[config.mk]
export PLATFORM = sky130hd
export DESIGN_NAME = mezcladora_multi
export DESIGN_NICKNAME = d
export VERILOG_FILES = /design/src/rtl/mezcladora_pkg.sv /design/src/rtl/mezcladora_multi_timer.sv /design/src/rtl/mezcladora_multi.sv
export SDC_FILE = /design/constraint.sdc
export NUM_CORES = 1
export LEC_CHECK = 0
export BUFFER_PORTS_ARGS = -buffer_cell sky130_fd_sc_hd__buf_4
export CAP_MARGIN = 20
export CORE_ASPECT_RATIO = 1.1
export CORE_MARGIN = 2
export CORE_UTILIZATION = 35
export DETAILED_ROUTE_END_ITERATION = 12
export GPL_TIMING_DRIVEN = 0
export PLACE_DENSITY = 0.54
export SLEW_MARGIN = 5
export SYNTH_ARGS = -nofsm -noshare
export SYNTH_HDL_FRONTEND = slang
export SYNTH_SLANG_ARGS = --single-unit
[constraint.sdc]
create_clock -name Clk -period 3.3 [get_ports Clk]
set_clock_uncertainty 0.2 [all_clocks]
set_input_delay 0 -clock Clk [delete_from_list [all_inputs] [get_ports Clk]]
set_output_delay 0 -clock Clk [all_outputs]
set_load 0.005 [all_outputs]
[src/rtl/mezcladora_pkg.sv]
// Shared types and helpers for the mixing-tank controller.
// Latency: n/a (declarations only).
// Backpressure: n/a.
package mezcladora_pkg;

  // Controller states; encoding values are fixed so they are stable in waveforms.
  typedef enum logic [2:0] {
    IDLE  = 3'd0,
    FILL  = 3'd1,
    MIX   = 3'd2,
    DRAIN = 3'd3,
    ERROR = 3'd4
  } state_t;

  // Bits needed to index n items, never less than one so a single valve still
  // gets a legal register width.
  function automatic int clog2(input int n);
    int r;
    r = 1;
    while ((1 << r) < n) r = r + 1;
    return r;
  endfunction

endpackage

[src/rtl/mezcladora_multi_timer.sv]
// Shared phase counter with synchronous clear, enable and terminal match.
// Latency: count updates on the clock edge; Match is combinational from the count.
// Backpressure: none; counts whenever enabled.
module mezcla_timer #(
  parameter int CNT_W = 8
) (
  input  logic             Clk,
  input  logic             Reset,
  input  logic             Clr,
  input  logic             En,
  input  logic [CNT_W-1:0] Cmp,
  output logic             Match
);

  logic [CNT_W-1:0] cnt;

  // Clear has priority over counting so a phase change always restarts at zero.
  always_ff @(posedge Clk) begin
    if (Reset || Clr) begin
      cnt <= '0;
    end else if (En) begin
      cnt <= cnt + CNT_W'(1);
    end
  end

  assign Match = (cnt == Cmp);

endmodule

[src/rtl/mezcladora_multi.sv]
// Mixing-tank sequencer: fill each ingredient, mix for a fixed time, then drain.
// Latency: outputs follow inputs by one clock (all decoded from registered state).
// Backpressure: none; sensor and button inputs are sampled every cycle.
module mezcladora_multi
  import mezcladora_pkg::*;
#(
  parameter int N_ING        = 3,
  parameter int CNT_W        = 8,
  parameter int MIX_TICKS    = 20,
  parameter int FILL_TIMEOUT = 200
) (
  input  logic             Clk,
  input  logic             Reset,
  input  logic             IN,
  input  logic             Abort,
  input  logic             Clr,
  input  logic [N_ING-1:0] P,
  output logic [N_ING-1:0] V,
  output logic             M,
  output logic             D,
  output logic             B,
  output logic             Busy,
  output logic             Err,
  output logic             Done
);

  localparam int               IDX_W    = clog2(N_ING);
  localparam logic [IDX_W-1:0] IDX_LAST = IDX_W'(N_ING - 1);
  localparam logic [CNT_W-1:0] CMP_FILL = CNT_W'(FILL_TIMEOUT - 1);
  localparam logic [CNT_W-1:0] CMP_MIX  = CNT_W'(MIX_TICKS - 1);

  state_t           state, state_n;
  logic [IDX_W-1:0] idx, idx_n;
  logic             aborted, aborted_n;
  logic             done_n;
  logic             p_nz;
  logic             cnt_clr, cnt_en, cnt_match;
  logic [CNT_W-1:0] cnt_cmp;

  // The single counter times the mix phase or guards fill/drain against a stuck sensor.
  assign cnt_cmp = (state == MIX) ? CMP_MIX : CMP_FILL;

  mezcla_timer #(.CNT_W(CNT_W)) u_timer (
    .Clk   (Clk),
    .Reset (Reset),
    .Clr   (cnt_clr),
    .En    (cnt_en),
    .Cmp   (cnt_cmp),
    .Match (cnt_match)
  );

  // State register plus the registered copy of "tank not empty" used by the
  // ERROR-state pump so no sensor reaches an output combinationally.
  always_ff @(posedge Clk) begin
    if (Reset) begin
      state   <= IDLE;
      idx     <= '0;
      aborted <= 1'b0;
      Done    <= 1'b0;
      p_nz    <= 1'b0;
    end else begin
      state   <= state_n;
      idx     <= idx_n;
      aborted <= aborted_n;
      Done    <= done_n;
      p_nz    <= |P;
    end
  end

  // Next-state logic; Abort beats timeout, and a sensor hit beats a fill timeout.
  always_comb begin
    state_n   = state;
    idx_n     = idx;
    aborted_n = aborted;
    done_n    = 1'b0;
    cnt_clr   = 1'b0;
    cnt_en    = 1'b0;
    case (state)
      IDLE: begin
        cnt_clr = 1'b1;
        if (IN) begin
          state_n = FILL;
          idx_n   = '0;
        end
      end
      FILL: begin
        if (Abort) begin
          state_n   = DRAIN;
          cnt_clr   = 1'b1;
          aborted_n = 1'b1;
        end else if (P[idx]) begin
          cnt_clr = 1'b1;
          if (idx == IDX_LAST) state_n = MIX;
          else                 idx_n   = idx + IDX_W'(1);
        end else if (cnt_match) begin
          state_n = ERROR;
          cnt_clr = 1'b1;
        end else begin
          cnt_en = 1'b1;
        end
      end
      MIX: begin
        if (Abort) begin
          state_n   = DRAIN;
          cnt_clr   = 1'b1;
          aborted_n = 1'b1;
        end else if (cnt_match) begin
          state_n = DRAIN;
          cnt_clr = 1'b1;
        end else begin
          cnt_en = 1'b1;
        end
      end
      DRAIN: begin
        if (P == '0) begin
          state_n   = IDLE;
          cnt_clr   = 1'b1;
          done_n    = ~aborted;
          aborted_n = 1'b0;
        end else if (cnt_match) begin
          state_n = ERROR;
          cnt_clr = 1'b1;
        end else begin
          cnt_en = 1'b1;
        end
      end
      ERROR: begin
        cnt_clr = 1'b1;
        if (Clr && (P == '0)) begin
          state_n   = IDLE;
          aborted_n = 1'b0;
        end
      end
      default: begin
        state_n = IDLE;
        cnt_clr = 1'b1;
      end
    endcase
  end

  // Output decode from registered state, stage index and registered tank level.
  always_comb begin
    V    = '0;
    M    = 1'b0;
    D    = 1'b0;
    B    = 1'b0;
    Err  = 1'b0;
    Busy = (state != IDLE);
    case (state)
      FILL:  V[idx] = 1'b1;
      MIX:   M = 1'b1;
      DRAIN: begin
        D = 1'b1;
        B = 1'b1;
      end
      ERROR: begin
        Err = 1'b1;
        D   = p_nz;
        B   = p_nz;
      end
      default: ;
    endcase
  end

endmodule

==> metrics.txt, run 1 <==
Max Fanout on Critical Path 4; highest ir drop seen on vdd 0.000184 V; initial core utilization 0.361; Post-Syn Area 1080 um^2; synthesized netlist cell count 131; GP Congestion 0.857; Net Sw Frac 0.303; PwrDens 345 nW/um^2; nets@finish 172; root buf cell clkbuf_4; crit path DAT 2.89 ns; # H-tree levels 1; worst-path cell chain dlygate4sd3_1 > buf_4 > nor3_1 > dlygate4sd3_1 > nand3_1 > a21oi_1 > nor2_1 > a211oi_1 > dlygate4sd3_1; Max Freq 0.351 GHz; Worst Hold Class reg2reg; Yosys cell types 44; Worst-path clk slew 0.10 ns; Via density 5.56; Final setup violation count 0; DIE WIDTH 57.0 um; Clk Latency, worst-skew pair 0.29 ns; relative max-transition margin 0.603; number of synthesized register bits 16; total negative slack 0 ns; Cell Int Power 0.000328 W; CTS tree built; Yosys top cell area share 0.296; reg2reg start state[0]$_SDFFE_PP0P_; FFs w/ async S/R, synth 0; Post-synth top flop dfxtp_1; DR top layer met4; top cells by area, synth dfxtp_1 30%, nand2_1 4.9%, ha_1 4.6%, a21oi_1 4.2%, o21ai_0 3.7%; placed cells 180; DRC Markers 0; sequential area share after synthesis 0.296; Setup crit start kind primary input; RSZ-0062 raised after global routing no; Avg Inst Size Synth 8.26 um^2; remaining global-route overflow 0; Final period util 0.862; slowest CP cell dlygate4sd3_1; share of layout cells above drive strength 1 0.182; M1 WL 1.20 mm; Seq pwr share 0.449; largest net degree at the start of global routing 11; Met2 Routed Length 1.39 mm; Ant. Diodes 0; area leader, netlist dfxtp_1; Static Leak 0.504 nW; Clock power frac 0.284; initial antenna violation count 0; CP Launch Point P[2]; P&R area growth vs syn 26.0%; Routed met3 length 108 um; drt first pass iters 5; Layout Cells excl Fill 193; Syn Nets 143; Max Root-Sink Buffers 2; DR WL/cell 14.1 um; Die Y 62.3 um; critical path type in2reg; GRT Util Overall 0.166; most used cell, CP dlygate4sd3_1; vias in the first global route 981; max incr delay on CP 0.67 ns; CTS Sinks 16; Tightest Pin Transition 0.591 ns; I/O Buffers 15; first-pass GRT wire length 4.70 mm; status complete, no violations; DRT Wirelength 2.71 mm; fin crit period 2.85 ns; via count 1074; Crit path required time 3.34 ns; yosys warns 0; CP endpoint kind flop; switching pwr 0.000142 W; IO Count 17; Max-cap violations 0; First DRT Iteration DRCs 50; placeable core region 3000 um^2; Comb pwr share 0.267; Hold Startpoint aborted$_SDFFE_PP0P_; Post-synth EDFFs 0; die area 3550 um^2; most frequent cells in the layout 16 x dfxtp_1, 16 x buf_4, 14 x nand2_1; cts bufs inserted 3; final hold vios 0; post-route ant nets 0; number of cell rows 21; Slew Limit Fails 0; hpwl dp 2.02 mm
==> state kept, by name, summed over array words and instances, names as in the netlist <==
register / count
Done: 1
aborted: 1
idx: 2
p_nz: 1
state: 3
u_timer.cnt: 8
==> power groups by stage <==
stage / Clock [W] / Sequential (W) / Combinational [W]
6_report: 0.000134 / 0.000211 / 0.000126
5_1_grt: 0.000153 / 0.000213 / 0.000141
4_1_cts: 0.000140 / 0.000211 / 0.000126
3_5_place_dp: 0 / 0.000215 / 0.000118
3_3_place_gp: 0 / 0.000215 / 0.000116
2_1_floorplan: 0 / 0.000213 / 0.0000805
==> cells in the mapped netlist (all sizes together), types with 5 or more instances <==
| cell | count |
|---|---|
| a21oi | 9 |
| and3 | 5 |
| dfxtp | 16 |
| inv | 5 |
| nand2 | 14 |
| nor2 | 9 |
| o21ai | 8 |
==> worst max-delay path, delay by kind of cell <==
| family | cells | cell delay, ns |
|---|---|---|
| AO/OA/AOI/OAI | 2 | 0.34 |
| buffers and inverters | 4 | 1.92 |
| AND/OR/NAND/NOR | 3 | 0.62 |
==> area by class of cell <==
type / count / area [um^2]
clock buffer: 4 / 36.3
buffer: 7 / 33.8
inverter: 5 / 18.8
sequential: 16 / 320
fill: 317 / 1630
timing repair buffer: 24 / 203
multi-input combinational: 103 / 709
tap: 34 / 42.5
==> through the flow <==
step	setup WS [ns]	cell area, um^2	hold WS, ns	utilization	total power, W
2_1_floorplan	1.52	1080	-0.0386	-	0.000294
4_1_cts	0.476	1360	0.231	0.455	0.000477
6_report	0.454	1360	0.235	0.455	0.000470
5_1_grt	0.355	1360	0.238	0.455	0.000507
3_3_place_gp	1.31	1240	0.0965	0.413	0.000332
3_5_place_dp	1.33	1240	0.106	0.413	0.000333
==> timing repair <==
| item | in CTS | in global routing |
|---|---|---|
| setup buffers | 0 | 0 |
| endpoints found under the hold margin | 8 | 0 |
| endpoints found under the setup margin | 0 | 0 |
| gates resized for setup | 0 | 0 |
| hold buffers | 9 | 0 |
==> kinds of logic after synthesis <==
group           count (synthesis)  share of synthesized area
buf+inv                        12                     0.0486
fa+ha+maj                       4                     0.0462
simple gates                   54                      0.274
flops                          16                      0.296
xor+xnor                        4                     0.0324
mux                             2                     0.0231
compound gates                 39                      0.280
==> worst paths after layout <==
kind	endpoint	slack, ns	depth (start not counted)
max	aborted$_SDFFE_PP0P_	0.45	9
min	Done$_SDFF_PP0_	0.23	1
max reg2reg	aborted$_SDFFE_PP0P_	1.01	7
min reg2reg	Done$_SDFF_PP0_	0.23	1
==> routing by layer <==
metal  global-route usage  vias to the layer above
li1                     -                      539
met1                0.220                      509
met2                0.270                       24
met3               0.0250                        2
met4               0.0610                        0
met5                    0                        -
(Power assumes the default switching activity.)
==> run 2: changes to the inputs <==
- clock period: 3.3 -> 2.7 ns (I/O delays scaled with it)
==> run 2 against run 1 <==
Critical path type unchanged. Combinational power grew 25%. Sequential share of layout area shrank 0.42 points. Clock power grew 22%. Die area is the same. Worst hold slack lost 0.030 ns. Count of clock-buffer cells in the layout is the same. First-iteration DRC count shrank 26%. Global-route usage is the same. Via count grew 0.19%. Utilization grew 0.84 points. Largest cell class unchanged. Routed wire length grew 0.99%. Power grew 23%.
==> metrics.txt, run 2 (synthesis gave the netlist of run 1 again) <==
Crit path required time 2.69 ns; Max Freq 0.416 GHz; Max-cap violations 0; # H-tree levels 1; RSZ-0062 raised after global routing no; drt first pass iters 5; status complete, no violations; root buf cell clkbuf_4; Final setup violation count 0; final hold slack 0.204 ns; DRC Markers 0; via count 1076; Slew Limit Fails 0; remaining global-route overflow 0; Die Y 62.3 um; Max Fanout on Critical Path 5; Tightest Pin Transition 0.475 ns; Max Root-Sink Buffers 2; post-route ant nets 0; slowest CP cell dlygate4sd3_1; max reg flops 8; worst reg2reg path depth 7; worst-path cell chain dlygate4sd3_1 > buf_4 > nor3_2 > nand2_1 > dlygate4sd3_1 > nand2_1 > o21ai_0 > dlygate4sd3_1; highest ir drop seen on vdd 0.000224 V; crit path DAT 2.39 ns; CTS tree built; DR WL/cell 14.1 um; P&R area growth vs syn 28.3%; I/O Buffers 15; hpwl dp 2.02 mm; first-pass GRT wire length 4.71 mm; post-CTS setup buffer count 0; relative max-transition margin 0.679; Hold Path Stages 5; critical path type in2reg; PwrDens 417 nW/um^2; First DRT Iteration DRCs 37; IO Count 17; Area after DPL 1240 um^2; share of layout cells above drive strength 1 0.186; vias in the first global route 1002; Final Instance Area 1390 um^2; GRT Util Overall 0.166; nets@finish 174; number of cell rows 21; Via density 5.52; largest register by flop count u_timer.cnt; die area 3550 um^2; placeable core region 3000 um^2; CP endpoint kind flop; GP Congestion 0.857; most frequent cells in the layout 16 x dfxtp_1, 16 x buf_4, 14 x nand2_1, 11 x dlygate4sd3_1; most used cell, CP dlygate4sd3_1; DRT Wirelength 2.74 mm; cts bufs inserted 3; CTS Sinks 16; Setup crit start kind primary input; total negative slack 0 ns; Static Leak 0.509 nW; largest net degree at the start of global routing 11; max incr delay on CP 0.58 ns; DIE WIDTH 57.0 um; final hold vios 0; Top Registers u_timer.cnt (8), state (3), idx (2); initial core utilization 0.361; Worst-path clk slew 0.10 ns; Final period util 0.889; Clk Latency, worst-skew pair 0.29 ns; fin crit period 2.40 ns; initial antenna violation count 0; Ant. Diodes 0; Worst Hold Class in2reg
==> run 2: cell types whose count changed in the layout (fill, tap and decap cells not counted), sizes merged <==
cell / before / now
dlygate4sd3: 9 / 11
==> run 2: area by class of cell <==
type,instances,area [um^2]
fill,310,1610
sequential,16,320
tap,34,42.5
clock buffer,4,36.3
inverter,5,18.8
multi-input combinational,103,714
buffer,7,33.8
timing repair buffer,26,223
==> run 2: worst paths after layout <==
| check | startpoint | to | slack, ns |
|---|---|---|---|
| max | P[0] | state[2]$_SDFFE_PP0P_ | 0.30 |
| min | P[1] | state[1]$_SDFFE_PP0P_ | 0.20 |
| max reg2reg | state[0]$_SDFFE_PP0P_ | aborted$_SDFFE_PP0P_ | 0.41 |
| min reg2reg | aborted$_SDFFE_PP0P_ | Done$_SDFF_PP0_ | 0.23 |
==> run 2: critical path, delay by kind of cell <==
| family | cells | cell delay, ns |
|---|---|---|
| buffers and inverters | 4 | 1.82 |
| AO/OA/AOI/OAI | 1 | 0.06 |
| AND/OR/NAND/NOR | 3 | 0.50 |
==> run 2: metrics by stage <==
step | instances | setup WS (ns) | util | total power, W
floorplan | 131 | 0.925 | - | 0.000359
CTS | 195 | 0.124 | 0.462 | 0.000584
detailed placement | 180 | 0.728 | 0.413 | 0.000407
finish | 195 | 0.299 | 0.464 | 0.000579
global route | 195 | 0.188 | 0.464 | 0.000622
global placement | 180 | 0.707 | 0.413 | 0.000405
==> run 2: power by group <==
part / total [W] / leakage (nW) / internal (W) / switching (W)
registers: 0.000258 / 0.130 / 0.000248 / 0.00000995
logic: 0.000157 / 0.358 / 0.0000725 / 0.0000844
clock network: 0.000164 / 0.0210 / 0.0000821 / 0.0000821
total: 0.000579 / 0.509 / 0.000403 / 0.000177
==> run 2: per-layer routing <==
metal | track usage | part of all wire | vias up
met4 | 0.0727 | 0.015 | 0
met5 | 0 | 0 | -
li1 | - | - | 543
met1 | 0.217 | 0.45 | 510
met2 | 0.267 | 0.50 | 19
met3 | 0.0250 | 0.032 | 4
==> run 2: repair_timing <==
item / in CTS / in global routing
hold buffers: 11 / 0
hold endpoints to repair: 8 / 0
endpoints found under the setup margin: 0 / 1
resized for setup: 0 / 1
